[src/rtl/result_bcd_display.sv]
// result_bcd_display: converts the selected 16-bit result (g or h) to five
// BCD digits with a sequential shift-add-3 engine and drives five active-low
// seven-segment digits (hex0 = ones ... hex4 = ten-thousands).
// Optional feature macro: LEADING_ZERO_BLANK_EN -- blanks leading zero digits
// above the ones digit while a result is displayed.
module result_bcd_display (
    input  logic        clk,
    input  logic        rst,
    input  logic        done,
    input  logic        sel,
    input  logic [15:0] g,
    input  logic [15:0] h,
    output logic [6:0]  hex0,
    output logic [6:0]  hex1,
    output logic [6:0]  hex2,
    output logic [6:0]  hex3,
    output logic [6:0]  hex4,
    output logic        busy,
    output logic        valid
);

    typedef enum logic [1:0] {
        IDLE    = 2'd0,
        CONVERT = 2'd1,
        FINISH  = 2'd2,
        ILLEGAL = 2'd3
    } state_t;

    state_t      state_q, state_d;
    logic [15:0] shreg_q, shreg_d;
    logic [19:0] bcd_q, bcd_d;
    logic [4:0]  cnt_q, cnt_d;
    logic [19:0] disp_q, disp_d;
    logic [15:0] last_q, last_d;
    logic        valid_q, valid_d;
    logic        busy_q, busy_d;

    logic [15:0] src;
    logic [19:0] bcd_adj;
    logic        unused_bcd_msb;

    assign src = sel ? g : h;

    // Per-nibble add-3 on the pre-shift digits; done in parallel each cycle.
    always_comb begin
        bcd_adj = bcd_q;
        for (int i = 0; i < 5; i++) begin
            if (bcd_q[4*i +: 4] >= 4'd5)
                bcd_adj[4*i +: 4] = bcd_q[4*i +: 4] + 4'd3;
        end
    end

    // 65535 fits in 20 BCD bits, so the bit shifted out of the top is always 0.
    assign unused_bcd_msb = bcd_adj[19];

    // Next-state and datapath updates; every register holds by default.
    always_comb begin
        state_d = state_q;
        shreg_d = shreg_q;
        bcd_d   = bcd_q;
        cnt_d   = cnt_q;
        disp_d  = disp_q;
        last_d  = last_q;
        valid_d = valid_q;
        busy_d  = busy_q;
        case (state_q)
            IDLE: begin
                if (done && (!valid_q || (src != last_q))) begin
                    shreg_d = src;
                    last_d  = src;
                    bcd_d   = 20'd0;
                    cnt_d   = 5'd0;
                    busy_d  = 1'b1;
                    state_d = CONVERT;
                end
            end
            CONVERT: begin
                bcd_d   = {bcd_adj[18:0], shreg_q[15]};
                shreg_d = {shreg_q[14:0], 1'b0};
                cnt_d   = cnt_q + 5'd1;
                if (cnt_q == 5'd15)
                    state_d = FINISH;
            end
            FINISH: begin
                disp_d  = bcd_q;
                valid_d = 1'b1;
                busy_d  = 1'b0;
                state_d = IDLE;
            end
            default: state_d = IDLE;  // illegal encoding: recover, touch nothing else
        endcase
    end

    // State and datapath registers; reset aborts any conversion in flight.
    always_ff @(posedge clk or negedge rst) begin
        if (!rst) begin
            state_q <= IDLE;
            shreg_q <= 16'd0;
            bcd_q   <= 20'd0;
            cnt_q   <= 5'd0;
            disp_q  <= 20'd0;
            last_q  <= 16'd0;
            valid_q <= 1'b0;
            busy_q  <= 1'b0;
        end else begin
            state_q <= state_d;
            shreg_q <= shreg_d;
            bcd_q   <= bcd_d;
            cnt_q   <= cnt_d;
            disp_q  <= disp_d;
            last_q  <= last_d;
            valid_q <= valid_d;
            busy_q  <= busy_d;
        end
    end

    function automatic logic [6:0] seg7(input logic [3:0] d);
        case (d)
            4'd0:    seg7 = 7'h40;
            4'd1:    seg7 = 7'h79;
            4'd2:    seg7 = 7'h24;
            4'd3:    seg7 = 7'h30;
            4'd4:    seg7 = 7'h19;
            4'd5:    seg7 = 7'h12;
            4'd6:    seg7 = 7'h02;
            4'd7:    seg7 = 7'h78;
            4'd8:    seg7 = 7'h00;
            4'd9:    seg7 = 7'h10;
            default: seg7 = 7'h7F;
        endcase
    endfunction

    logic [4:0]      blank;
    logic [4:0][6:0] hex_w;

    // Leading-zero mask: a digit blanks only if it and every higher digit are 0.
    always_comb begin
        blank = 5'b0;
`ifdef LEADING_ZERO_BLANK_EN
        blank[4] = (disp_q[19:16] == 4'd0);
        blank[3] = blank[4] && (disp_q[15:12] == 4'd0);
        blank[2] = blank[3] && (disp_q[11:8]  == 4'd0);
        blank[1] = blank[2] && (disp_q[7:4]   == 4'd0);
`endif
    end

    // Segment decode; everything dark until a first conversion completes.
    always_comb begin
        for (int k = 0; k < 5; k++) begin
            hex_w[k] = (!valid_q || blank[k]) ? 7'h7F : seg7(disp_q[4*k +: 4]);
        end
    end

    assign hex0  = hex_w[0];
    assign hex1  = hex_w[1];
    assign hex2  = hex_w[2];
    assign hex3  = hex_w[3];
    assign hex4  = hex_w[4];
    assign busy  = busy_q;
    assign valid = valid_q;

endmodule
[config.mk]
export PLATFORM = sky130hd
export DESIGN_NAME = result_bcd_display
export DESIGN_NICKNAME = d
export VERILOG_FILES = /design/src/rtl/result_bcd_display.sv
export SDC_FILE = /design/constraint.sdc
export NUM_CORES = 1
export LEC_CHECK = 0
export ABC_AREA = 1
export BUFFER_PORTS_ARGS = -buffer_cell sky130_fd_sc_hd__buf_2
export CAP_MARGIN = 5
export CORE_MARGIN = 2
export CORE_UTILIZATION = 29
export DETAILED_ROUTE_END_ITERATION = 8
export SLEW_MARGIN = 40
export SYNTH_ARGS = -nofsm -noshare
export SYNTH_HDL_FRONTEND = slang
export SYNTH_SLANG_ARGS = --single-unit
[constraint.sdc]
create_clock -name clk -period 1.85 [get_ports clk]
set_input_delay 0.2775 -clock clk [delete_from_list [all_inputs] [get_ports clk]]
set_output_delay 0.2775 -clock clk [all_outputs]
set_load 0.02 [all_outputs]
# Yosys cells after proc, flatten, opt, wreduce, memory -nomap -nowiden
# Memory sizes are Yosys's and may differ from the RTL's.
# Cells that the tools add are included.
# totals
in_bits	36
mem_bits_ro	560
mem_count	5
reg_bits	81
elab_cells	62
out_inout_bits	37
# mem_list
memory	words	width	read_ports	rd_ports_with_merged_regs	wr	line	text
(no name shown)	16	7	1	0	0	118	case (d)
(no name shown)	16	7	1	0	0	118	
(no name shown)	16	7	1	0	0	118	
(no name shown)	16	7	1	0	0	118	
(no name shown)	16	7	1	0	0	118	
# op_classes
addsub	6
reduce_logical	10
eq_ne	6
order_cmp	5
muxes	22
# op_table
cell	count
$pmux W20 S2	1
$mux W7	5
$mux W16	2
$pmux W16 S2	1
$ge A4 B3 Y1 const B	5
$mux W20	1
$add A4 B2 Y4 const B	4
$mux W4	4
$ne A16 B16 Y1	1
$pmux W5 S2	1
$reduce_and A2 Y1	4
$add A5 B1 Y5 const B	1
$eq A5 B4 Y1 const B	1
$mux W5	1
$mux W2	2
$ne A2 B2 Y1 const B	2
$pmux W2 S2	1
$reduce_bool A2 Y1	2
$add A3 B2 Y3 const B	1
$mux W3	1
$eq A2 B1 Y1 const B	1
$eq A2 B2 Y1 const B	1
$logic_not A2 Y1	1
$pmux W1 S2	1
other kinds (4)	4

# Depth between registers and ports, before layout
# Gate-level depths: netlist of run 1.
# depth
word_depth	6
mapped_depth	15
mapped_depth_nobuf	13

# Worst setup path before layout of run 1
# Ideal clock, no wire load.
# synth_timing
kind	input to register
from	input sel
to	register shreg_q[9]
arrival_time_ns	1.494
path_slack_ns	0.239
stages	15
required_time_ns	1.733
setup_ns	0.117
n_path_buf	3
path_cell_list	inv_2 > buf_2 > nand2_1 > nand3b_1 > nand2_1 > nor2_1 > nand2_1 > nor2_1 > nand3_1 > nand2_1 > buf_4 > nand2_4 > buf_6 > nand2_1 > nand2_1
# synth_between
elab_chain_len	6
# synth_rtl
item	line	text
start: declaration	10	input logic sel,
$mux W16 *	42	assign src = sel ? g : h;
$ne A16 B16 Y1	68	if (done && (!valid_q || (src != last_q))) begin
$logic_or A1 B1 Y1	68	
$logic_and A1 B1 Y1	68	
$ne A2 B2 Y1 (no line)	--	
$reduce_and A2 Y1 (no line)	--	
end signal: assignment	107	shreg_q <= shreg_d;
end: declaration	30	logic [15:0] shreg_q, shreg_d;
# Mark *: on every way between the ends. The rest lies on a longest branch, timed or not. The select of a mux whose other input is x is not followed.
# A chain may end at the register's enable or synchronous reset.

# Worst setup path in the final report of run 1
# layout_timing
from	register disp_q[5]
to	output hex1[0]
# layout_between
elab_chain_len	2
# layout_rtl
item	line	text
start: declaration	33	logic [19:0] disp_q, disp_d;
start signal: assignment	110	disp_q <= disp_d;
$mem_v2 Z16 W7	--	
$mux W7	150	hex_w[k] = (!valid_q || blank[k]) ? 7'h7F : seg7(disp_q[4*k +: 4]);
end: declaration	14	output logic [6:0] hex1,
# No other way between the ends.

==> report_table.html, run 1 <==
<table>
<tr><th>Metric</th><th>Value</th></tr>
<tr><th colspan="2">Placed design</th></tr>
<tr><td>DP HPWL</td><td>8229 um</td></tr>
<tr><td>Global placer's final weighted congestion</td><td>0.7541</td></tr>
<tr><td>Port Buf Inserts</td><td>72</td></tr>
<tr><td>Instance area at placement</td><td>5957 um^2</td></tr>
<tr><th colspan="2">Synth</th></tr>
<tr><td>Sequential-to-total area share from yosys stat</td><td>39.00%</td></tr>
<tr><td>Syn Std Cell Area</td><td>5197 um^2</td></tr>
<tr><td>Mean cell area of the mapped netlist</td><td>7.110 um^2</td></tr>
<tr><td>Async set-or-reset flop fraction in the synthesized netlist</td><td>100.0%</td></tr>
<tr><td>Number of nets in the synthesized netlist</td><td>804</td></tr>
<tr><td>Synthesis warning total</td><td>0</td></tr>
<tr><td>Yosys reg bits</td><td>81</td></tr>
<tr><td>Post-synthesis instance total</td><td>731</td></tr>
<tr><td>Post-synth EDFFs</td><td>0</td></tr>
<tr><td>Cell variety after synth</td><td>23</td></tr>
<tr><td>Synth Flop Type</td><td>sky130_fd_sc_hd__dfrtp_1</td></tr>
<tr><th colspan="2">Drt</th></tr>
<tr><td>Total number of vias</td><td>4773</td></tr>
<tr><td>Total length of routed wires</td><td>12160 um</td></tr>
<tr><td>Drt via density</td><td>4.482</td></tr>
<tr><td>Initial DRT Pass Iterations</td><td>5</td></tr>
<tr><td>Post-route antenna net violation count</td><td>0</td></tr>
<tr><td>Avg WL per Cell</td><td>11.42 um</td></tr>
<tr><td>DRC violation count after routing</td><td>0</td></tr>
<tr><td>DRC marker count from the first detailed-route iteration</td><td>296</td></tr>
<tr><th colspan="2">Global routing</th></tr>
<tr><td>Global routing usage summed across all routing layers</td><td>12.98%</td></tr>
<tr><td>Antenna violations before repair</td><td>0</td></tr>
<tr><td>Vias in the first global route</td><td>4305</td></tr>
<tr><td>Global-route wire length before repair</td><td>20030 um</td></tr>
<tr><td>Congestion Overflow GR</td><td>0</td></tr>
<tr><td>Largest net degree at the start of global routing</td><td>55</td></tr>
<tr><th colspan="2">STA</th></tr>
<tr><td>Share of the clock period used by the worst path after layout</td><td>97.30%</td></tr>
<tr><td>Setup Skew</td><td>0.01031 ns</td></tr>
<tr><td>Rel. slew slack</td><td>62.33%</td></tr>
<tr><td>Time the worst path needs with I/O delays and setup</td><td>1.800 ns</td></tr>
<tr><td>Final Max Tran Viols</td><td>0</td></tr>
<tr><td>Worst slew pin tran</td><td>0.5638 ns</td></tr>
<tr><td>Number of setup violations in the final report</td><td>0</td></tr>
<tr><td>RSZ-0062 raised after global routing</td><td>yes</td></tr>
<tr><td>Worst hold-check slack</td><td>0.3225 ns</td></tr>
<tr><td>Sum of negative setup slack</td><td>0 ns</td></tr>
<tr><td>Number of hold violations in the final report</td><td>0</td></tr>
<tr><td>Upper clock frequency limit</td><td>0.5556 GHz</td></tr>
<tr><th colspan="2">Final layout</th></tr>
<tr><td>Final nets</td><td>908</td></tr>
<tr><td>Area growth syn-to-layout</td><td>32.60%</td></tr>
<tr><td>Final design area excluding fillers</td><td>6892 um^2</td></tr>
<tr><td>Final antenna diode count</td><td>0</td></tr>
<tr><td>Fraction of layout cells with a size suffix above 1</td><td>27.50%</td></tr>
<tr><td>Final design utilization</td><td>39.57%</td></tr>
<tr><th colspan="2">Clock network</th></tr>
<tr><td>CTS H-tree depth</td><td>3</td></tr>
<tr><td>CTS tree</td><td>built</td></tr>
<tr><td>CTS max path bufs</td><td>2</td></tr>
<tr><td>Insertion delay of the later-clocked pin in the worst-skew pair</td><td>0.34 ns</td></tr>
<tr><td>Number of sinks handled by clock tree synthesis</td><td>81</td></tr>
<tr><td>Clock slew seen by the registers of the worst setup and hold paths</td><td>0.06 ns</td></tr>
<tr><td>Number of CTS-inserted buffers</td><td>9</td></tr>
<tr><td>Root buffer cell</td><td>sky130_fd_sc_hd__clkbuf_16</td></tr>
<tr><th colspan="2">Setup path</th></tr>
<tr><td>Class of the most critical setup path</td><td>flip-flop to output pin</td></tr>
<tr><td>Number of buffers and inverters on the critical path</td><td>2</td></tr>
<tr><td>Critical path data arrival time</td><td>1.52 ns</td></tr>
<tr><td>Critical-path cell list</td><td>inv_2, ha_2, or2_4, o21ai_2, o21ai_1, buf_4</td></tr>
<tr><td>Slowest cell delay on critical path</td><td>0.40 ns</td></tr>
<tr><td>Worst path required time</td><td>1.57 ns</td></tr>
<tr><td>Critical path endpoint category</td><td>output pin</td></tr>
<tr><td>Startpoint types</td><td>flip-flop</td></tr>
<tr><td>Cell family with most CP delay</td><td>flip-flops</td></tr>
<tr><td>Max stage delay cell, worst path</td><td>sky130_fd_sc_hd__dfrtp_1</td></tr>
<tr><td>Maximum fanout encountered on the critical timing path</td><td>5</td></tr>
<tr><th colspan="2">Flow run</th></tr>
<tr><td>Total of max-cap violations</td><td>0</td></tr>
<tr><th colspan="2">Floorplan</th></tr>
<tr><td>Starting utilization of the core area</td><td>29.84%</td></tr>
<tr><td>Count of standard-cell rows</td><td>48</td></tr>
<tr><td>Die Footprint</td><td>19010 um^2</td></tr>
<tr><td>Die W</td><td>137.9 um</td></tr>
<tr><td>Y dimension of the die</td><td>137.9 um</td></tr>
<tr><td>Number of primary I/O pins</td><td>73</td></tr>
<tr><td>Area of the placeable core</td><td>17420 um^2</td></tr>
<tr><th colspan="2">Pwr</th></tr>
<tr><td>Maximum ir drop on the vdd rail</td><td>1.058 mV</td></tr>
<tr><td>Total power per unit cell area</td><td>1632 nW/um^2</td></tr>
<tr><td>Leakage power</td><td>3.605 nW</td></tr>
<tr><th colspan="2">Outcome</th></tr>
<tr><td>Status</td><td>completed</td></tr>
<tr><th colspan="2">Hold path</th></tr>
<tr><td>Class of the tightest hold or removal check</td><td>primary input to flip-flop</td></tr>
</table>
state kept, by name, indices dropped and copies added, names as in the netlist:
name,count
cnt_q,5
bcd_q,20
valid,1
state_q,2
shreg_q,16
disp_q,20
busy,1
last_q,16
cell usage in the layout (no fill, tap or decap), types with 4 or more instances in the layout:
cell | netlist | routed
sky130_fd_sc_hd__o211ai_1 | 4 | 4
sky130_fd_sc_hd__clkbuf_16 | 0 | 10
sky130_fd_sc_hd__nand2_1 | 248 | 228
sky130_fd_sc_hd__inv_2 | 2 | 16
sky130_fd_sc_hd__buf_6 | 1 | 12
sky130_fd_sc_hd__nand3b_1 | 7 | 7
sky130_fd_sc_hd__dfrtp_2 | 0 | 9
sky130_fd_sc_hd__o21ai_2 | 0 | 9
sky130_fd_sc_hd__ha_1 | 37 | 21
sky130_fd_sc_hd__buf_4 | 8 | 48
sky130_fd_sc_hd__nor2_1 | 21 | 20
sky130_fd_sc_hd__a21oi_1 | 26 | 18
sky130_fd_sc_hd__or2_4 | 0 | 10
sky130_fd_sc_hd__nand3_1 | 73 | 70
sky130_fd_sc_hd__inv_1 | 82 | 67
sky130_fd_sc_hd__xor2_1 | 5 | 5
sky130_fd_sc_hd__dfrtp_1 | 81 | 72
sky130_fd_sc_hd__buf_12 | 0 | 8
sky130_fd_sc_hd__o21ai_0 | 96 | 67
sky130_fd_sc_hd__ha_2 | 0 | 13
sky130_fd_sc_hd__nand2_2 | 0 | 17
sky130_fd_sc_hd__a21oi_4 | 0 | 5
sky130_fd_sc_hd__buf_2 | 3 | 50
sky130_fd_sc_hd__o21ai_1 | 5 | 25
cells by family after synthesis:
kind of cell,Yosys count,share of synthesized area [%]
buf+inv,111,8.811
xor+xnor,5,0.8425
fa+ha+maj,37,8.907
compound gates,132,12.93
simple gates,365,29.51
flops,81,39.00
per-stage QoR:
stage          instances  total power [mW]  setup WS (ns)
6_report            1065             11.25        0.04998
3_5_place_dp        1023             8.310       -0.05275
3_3_place_gp        1023             8.243       -0.04150
5_1_grt             1065             12.39       -0.04898
4_1_cts             1059             10.54      -0.004948
2_1_floorplan        731             6.888         0.2392
per-layer routing:
layer	wire length (um)	GRT usage, %	part of all wire, %
met1	6401	18.81	53
met5	0	0	0
met4	119	3.231	0.98
met2	5200	19.72	43
met3	439	2.741	3.6
layout make-up:
type,instances,area (um^2)
fillers,1860,10530
multi-input cells,539,3000
flip-flops and latches,81,2038
repair buffers,120,940.9
inverters,84,319.1
well taps,225,281.5
clock buffers,10,229.0
clock inverters,6,82.58
synth_stat cells (4+ instances only):
cell | instances | area share, %
sky130_fd_sc_hd__nand2_1 | 248 | 18
sky130_fd_sc_hd__dfrtp_1 | 81 | 39
sky130_fd_sc_hd__clkbuf_1 | 12 | 0.87
sky130_fd_sc_hd__o21ai_1 | 5 | 0.48
sky130_fd_sc_hd__o211ai_1 | 4 | 0.58
sky130_fd_sc_hd__nand3b_1 | 7 | 1.0
sky130_fd_sc_hd__a21oi_1 | 26 | 2.5
sky130_fd_sc_hd__nor2_1 | 21 | 1.5
sky130_fd_sc_hd__xor2_1 | 5 | 0.84
sky130_fd_sc_hd__buf_4 | 8 | 1.2
sky130_fd_sc_hd__o21ai_0 | 96 | 9.2
sky130_fd_sc_hd__inv_1 | 82 | 5.9
sky130_fd_sc_hd__ha_1 | 37 | 8.9
sky130_fd_sc_hd__or2_2 | 13 | 1.6
sky130_fd_sc_hd__nand3_1 | 73 | 7.0
power breakdown:
part	switching, mW	internal (mW)
clock	0.699	1.17
sequential	0.732	2.55
combinational	3.45	2.65
total	4.88	6.37
worst min-delay path, cell delays in order:
cell and delay, ns:
sky130_fd_sc_hd__buf_2 0.08, sky130_fd_sc_hd__nand2_1 0.06, sky130_fd_sc_hd__nand2_1 0.08, sky130_fd_sc_hd__nand2_1 0.07
sky130_fd_sc_hd__nand2_1 0.05
final timing paths:
check                                               end  slack [ns]  cells after the start                     from
min in group asynchronous        last_q[12]$_DFFE_PN0P_        0.42                      2                      rst
worst max-delay path                            hex1[0]        0.05                      6    disp_q[5]$_DFFE_PN0P_
worst min register to register     bcd_q[0]$_DFFE_PN0P_        0.49                      2  shreg_q[15]$_DFFE_PN0P_
max in group asynchronous        disp_q[16]$_DFFE_PN0P_        0.90                      3                      rst
worst max register to register  shreg_q[10]$_DFFE_PN0P_        0.12                     11        valid$_DFFE_PN0P_
worst min-delay path              last_q[0]$_DFFE_PN0P_        0.32                      5                     g[0]
what timing repair did:
| item | 4_1_cts | 5_1_grt |
|---|---|---|
| hold buffers | 1 | 0 |
| setup buffers | 19 | 4 |
| resized for setup | 40 | 122 |
| gates cloned | 0 | 2 |
| endpoints found under the hold margin | 28 | 0 |
| endpoints found under the setup margin | 23 | 92 |
| pin swaps | 7 | 16 |
Power figures use the tool's default switching activity.
==> run 2: changes to the inputs <==
--- a/config.mk
+++ b/config.mk
@@ -8,9 +8,12 @@
 export ABC_AREA = 1
 export BUFFER_PORTS_ARGS = -buffer_cell sky130_fd_sc_hd__buf_2
 export CAP_MARGIN = 5
+export CELL_PAD_IN_SITES_DETAIL_PLACEMENT = 0
+export CELL_PAD_IN_SITES_GLOBAL_PLACEMENT = 1
 export CORE_MARGIN = 2
 export CORE_UTILIZATION = 29
 export DETAILED_ROUTE_END_ITERATION = 8
+export PLACE_DENSITY_LB_ADDON = 0.1
 export SLEW_MARGIN = 40
 export SYNTH_ARGS = -nofsm -noshare
 export SYNTH_HDL_FRONTEND = slang
==> report_table.html, run 2 (synthesis gave the netlist of run 1 again) <==
<table>
<tr><th>Metric</th><th>Value</th></tr>
<tr><th colspan="2">Floorplan</th></tr>
<tr><td>Y dimension of the die</td><td>137.9 um (unchanged)</td></tr>
<tr><td>Starting utilization of the core area</td><td>29.84% (unchanged)</td></tr>
<tr><td>Number of primary I/O pins</td><td>73 (unchanged)</td></tr>
<tr><td>Die W</td><td>137.9 um (unchanged)</td></tr>
<tr><td>Die Footprint</td><td>19010 um^2 (unchanged)</td></tr>
<tr><td>Area of the placeable core</td><td>17420 um^2 (unchanged)</td></tr>
<tr><td>Count of standard-cell rows</td><td>48 (unchanged)</td></tr>
<tr><th colspan="2">Placed design</th></tr>
<tr><td>Port Buf Inserts</td><td>72 (unchanged)</td></tr>
<tr><td>Place WS</td><td>-0.2489 ns (was -0.05275 ns)</td></tr>
<tr><td>Global placer's final weighted congestion</td><td>0.7744 (was 0.7541)</td></tr>
<tr><td>Instance area at placement</td><td>6012 um^2 (was 5957 um^2)</td></tr>
<tr><td>DP HPWL</td><td>8634 um (was 8229 um)</td></tr>
<tr><th colspan="2">Clock network</th></tr>
<tr><td>Number of sinks handled by clock tree synthesis</td><td>81 (unchanged)</td></tr>
<tr><td>CTS max path bufs</td><td>2 (unchanged)</td></tr>
<tr><td>CTS tree</td><td>built (unchanged)</td></tr>
<tr><td>Root buffer cell</td><td>sky130_fd_sc_hd__clkbuf_16 (unchanged)</td></tr>
<tr><td>Clock slew seen by the registers of the worst setup and hold paths</td><td>0.06 ns (about the same)</td></tr>
<tr><td>Insertion delay of the later-clocked pin in the worst-skew pair</td><td>0.34 ns (about the same)</td></tr>
<tr><td>Number of CTS-inserted buffers</td><td>9 (unchanged)</td></tr>
<tr><td>CTS H-tree depth</td><td>3 (unchanged)</td></tr>
<tr><th colspan="2">Setup path</th></tr>
<tr><td>Worst reg-to-reg path cell count</td><td>11 (unchanged)</td></tr>
<tr><td>Class of the most critical setup path</td><td>flip-flop to output pin (unchanged)</td></tr>
<tr><td>Maximum fanout encountered on the critical timing path</td><td>4 (was 5)</td></tr>
<tr><td>Worst path required time</td><td>1.57 ns (about the same)</td></tr>
<tr><td>Critical path endpoint category</td><td>output pin (unchanged)</td></tr>
<tr><td>Critical path data arrival time</td><td>1.54 ns (was 1.52 ns)</td></tr>
<tr><td>Startpoint types</td><td>flip-flop (unchanged)</td></tr>
<tr><th colspan="2">Drt</th></tr>
<tr><td>DRC violation count after routing</td><td>0 (unchanged)</td></tr>
<tr><td>Drt via density</td><td>4.491 (was 4.482)</td></tr>
<tr><td>Post-route antenna net violation count</td><td>0 (unchanged)</td></tr>
<tr><td>Total number of vias</td><td>4796 (was 4773)</td></tr>
<tr><td>Avg WL per Cell</td><td>11.74 um (was 11.42 um)</td></tr>
<tr><td>DRC marker count from the first detailed-route iteration</td><td>214 (was 296)</td></tr>
<tr><td>Total length of routed wires</td><td>12540 um (was 12160 um)</td></tr>
<tr><td>Initial DRT Pass Iterations</td><td>4 (was 5)</td></tr>
<tr><th colspan="2">STA</th></tr>
<tr><td>Final Max Tran Viols</td><td>0 (unchanged)</td></tr>
<tr><td>Share of the clock period used by the worst path after layout</td><td>98.31% (was 97.30%)</td></tr>
<tr><td>Worst slew pin tran</td><td>0.4948 ns (was 0.5638 ns)</td></tr>
<tr><td>Upper clock frequency limit</td><td>0.5498 GHz (was 0.5556 GHz)</td></tr>
<tr><td>Final setup margin</td><td>0.03121 ns (was 0.04998 ns)</td></tr>
<tr><td>Time the worst path needs with I/O delays and setup</td><td>1.819 ns (was 1.800 ns)</td></tr>
<tr><td>Number of setup violations in the final report</td><td>0 (unchanged)</td></tr>
<tr><td>RSZ-0062 raised after global routing</td><td>yes (unchanged)</td></tr>
<tr><td>Number of hold violations in the final report</td><td>0 (unchanged)</td></tr>
<tr><td>Worst hold-check slack</td><td>0.3662 ns (was 0.3225 ns)</td></tr>
<tr><td>Rel. slew slack</td><td>67.01% (was 62.33%)</td></tr>
<tr><td>Setup Skew</td><td>0.003673 ns (was 0.01031 ns)</td></tr>
<tr><th colspan="2">Pwr</th></tr>
<tr><td>Leakage power</td><td>3.630 nW (was 3.605 nW)</td></tr>
<tr><td>Total Power Consumption</td><td>11.28 mW (was 11.25 mW)</td></tr>
<tr><td>Switching part of the total</td><td>43.82% (was 43.36%)</td></tr>
<tr><td>Clock share of power</td><td>16.0% (was 16.7%)</td></tr>
<tr><td>Total power per unit cell area</td><td>1635 nW/um^2 (was 1632 nW/um^2)</td></tr>
<tr><td>Net switching power</td><td>4.941 mW (was 4.877 mW)</td></tr>
<tr><td>Share of power burned in combinational logic</td><td>54.7% (was 54.2%)</td></tr>
<tr><td>Internal power</td><td>6.334 mW (was 6.371 mW)</td></tr>
<tr><td>Register share of total power</td><td>29.2% (was 29.1%)</td></tr>
<tr><td>Maximum ir drop on the vdd rail</td><td>0.9824 mV (was 1.058 mV)</td></tr>
<tr><th colspan="2">Final layout</th></tr>
<tr><td>Final design utilization</td><td>39.60% (was 39.57%)</td></tr>
<tr><td>Most frequent cells in the layout</td><td>sky130_fd_sc_hd__nand2_1 (232), sky130_fd_sc_hd__dfrtp_1 (73), sky130_fd_sc_hd__nand3_1 (69), sky130_fd_sc_hd__o21ai_0 (69), sky130_fd_sc_hd__inv_1 (67) (was sky130_fd_sc_hd__nand2_1 (228), sky130_fd_sc_hd__dfrtp_1 (72), sky130_fd_sc_hd__nand3_1 (70), sky130_fd_sc_hd__inv_1 (67), sky130_fd_sc_hd__o21ai_0 (67))</td></tr>
<tr><td>Final antenna diode count</td><td>0 (unchanged)</td></tr>
<tr><td>Area growth syn-to-layout</td><td>32.69% (was 32.60%)</td></tr>
<tr><td>Final nets</td><td>911 (was 908)</td></tr>
<tr><td>Top flop regs</td><td>bcd_q (20), disp_q (20) (unchanged)</td></tr>
<tr><td>Final design area excluding fillers</td><td>6897 um^2 (was 6892 um^2)</td></tr>
<tr><td>Leading cell type in the layout, fill and taps excluded</td><td>sky130_fd_sc_hd__nand2_1 (unchanged)</td></tr>
<tr><td>Fraction of layout cells with a size suffix above 1</td><td>27.05% (was 27.50%)</td></tr>
<tr><th colspan="2">Hold path</th></tr>
<tr><td>Worst Hold Depth</td><td>5 (unchanged)</td></tr>
<tr><td>Class of the tightest hold or removal check</td><td>primary input to flip-flop (unchanged)</td></tr>
<tr><th colspan="2">Outcome</th></tr>
<tr><td>Status</td><td>completed (unchanged)</td></tr>
<tr><th colspan="2">Global routing</th></tr>
<tr><td>Global-route wire length before repair</td><td>20880 um (was 20030 um)</td></tr>
<tr><td>Vias in the first global route</td><td>4386 (was 4305)</td></tr>
<tr><td>Congestion Overflow GR</td><td>0 (unchanged)</td></tr>
<tr><td>Global routing usage summed across all routing layers</td><td>13.70% (was 12.98%)</td></tr>
<tr><td>Antenna violations before repair</td><td>0 (unchanged)</td></tr>
<tr><td>Largest net degree at the start of global routing</td><td>82 (was 55)</td></tr>
<tr><th colspan="2">Flow run</th></tr>
<tr><td>Total of max-cap violations</td><td>0 (unchanged)</td></tr>
</table>
[run 2: changes by cell type in the layout (fill, tap and decap cells not counted), sizes merged]
cell | previous run | this run
buf | 118 | 122
bufinv | 2 | 1
inv | 83 | 84
clkinv | 3 | 0
clkbuf | 11 | 12
clkinvlp | 2 | 3
[run 2: area by class of cell]
class,instances,area [um^2]
fillers,1868,10520
multi-input cells,539,3029
flip-flops and latches,81,2037
repair buffers,123,929.6
inverters,84,320.3
well taps,225,281.5
clock buffers,12,246.5
clock inverters,4,52.55
[run 2: layer usage]
layer  track usage, %  vias to the layer above  wire length, um
li1                 -                     2548                -
met1            19.04                     2159             6315
met2            21.75                       83             5633
met3            2.558                        6              485
met4            3.912                        0              102
met5                0                        -                0
[run 2: power groups by stage]
stage,clock (mW),sequential [mW],combinational (mW)
3_5_place_dp,0,3.23,5.17
5_1_grt,1.96,3.44,7.07
6_report,1.81,3.30,6.17
4_1_cts,1.87,3.24,5.67
3_3_place_gp,0,3.23,5.09
2_1_floorplan,0,3.05,3.83
[run 2: stage by stage]
stage,TNS (ns),std cells
global placement,-8.563,1032
CTS,-0.02723,1065
global route,-0.4658,1068
finish,0,1068
floorplan,0,731
detailed placement,-11.70,1032
[run 2: critical path, cell delays in order, from the launching register on]
cell	delay, ns
sky130_fd_sc_hd__dfrtp_1	0.42
sky130_fd_sc_hd__ha_2	0.20
sky130_fd_sc_hd__or2_4	0.24
sky130_fd_sc_hd__o21ai_1	0.09
sky130_fd_sc_hd__o21ai_1	0.09
sky130_fd_sc_hd__buf_4	0.17
[run 2: what timing repair did]
item,CTS,global route
resized for setup,64,100
endpoints found under the hold margin,35,0
hold buffers,1,0
pin swaps,9,26
endpoints found under the setup margin,31,63
buffers inserted,16,3
[run 2: path summary, 6_finish.rpt]
| check | from | endpoint | slack [ns] |
|---|---|---|---|
| min reg2reg | busy$_DFFE_PN0P_ | busy$_DFFE_PN0P_ | 0.48 |
| min in group asynchronous | rst | last_q[2]$_DFFE_PN0P_ | 0.46 |
| min | h[5] | last_q[5]$_DFFE_PN0P_ | 0.37 |
| max in group asynchronous | rst | disp_q[4]$_DFFE_PN0P_ | 0.96 |
| max | disp_q[12]$_DFFE_PN0P_ | hex3[6] | 0.03 |
| max reg2reg | last_q[1]$_DFFE_PN0P_ | shreg_q[10]$_DFFE_PN0P_ | 0.27 |
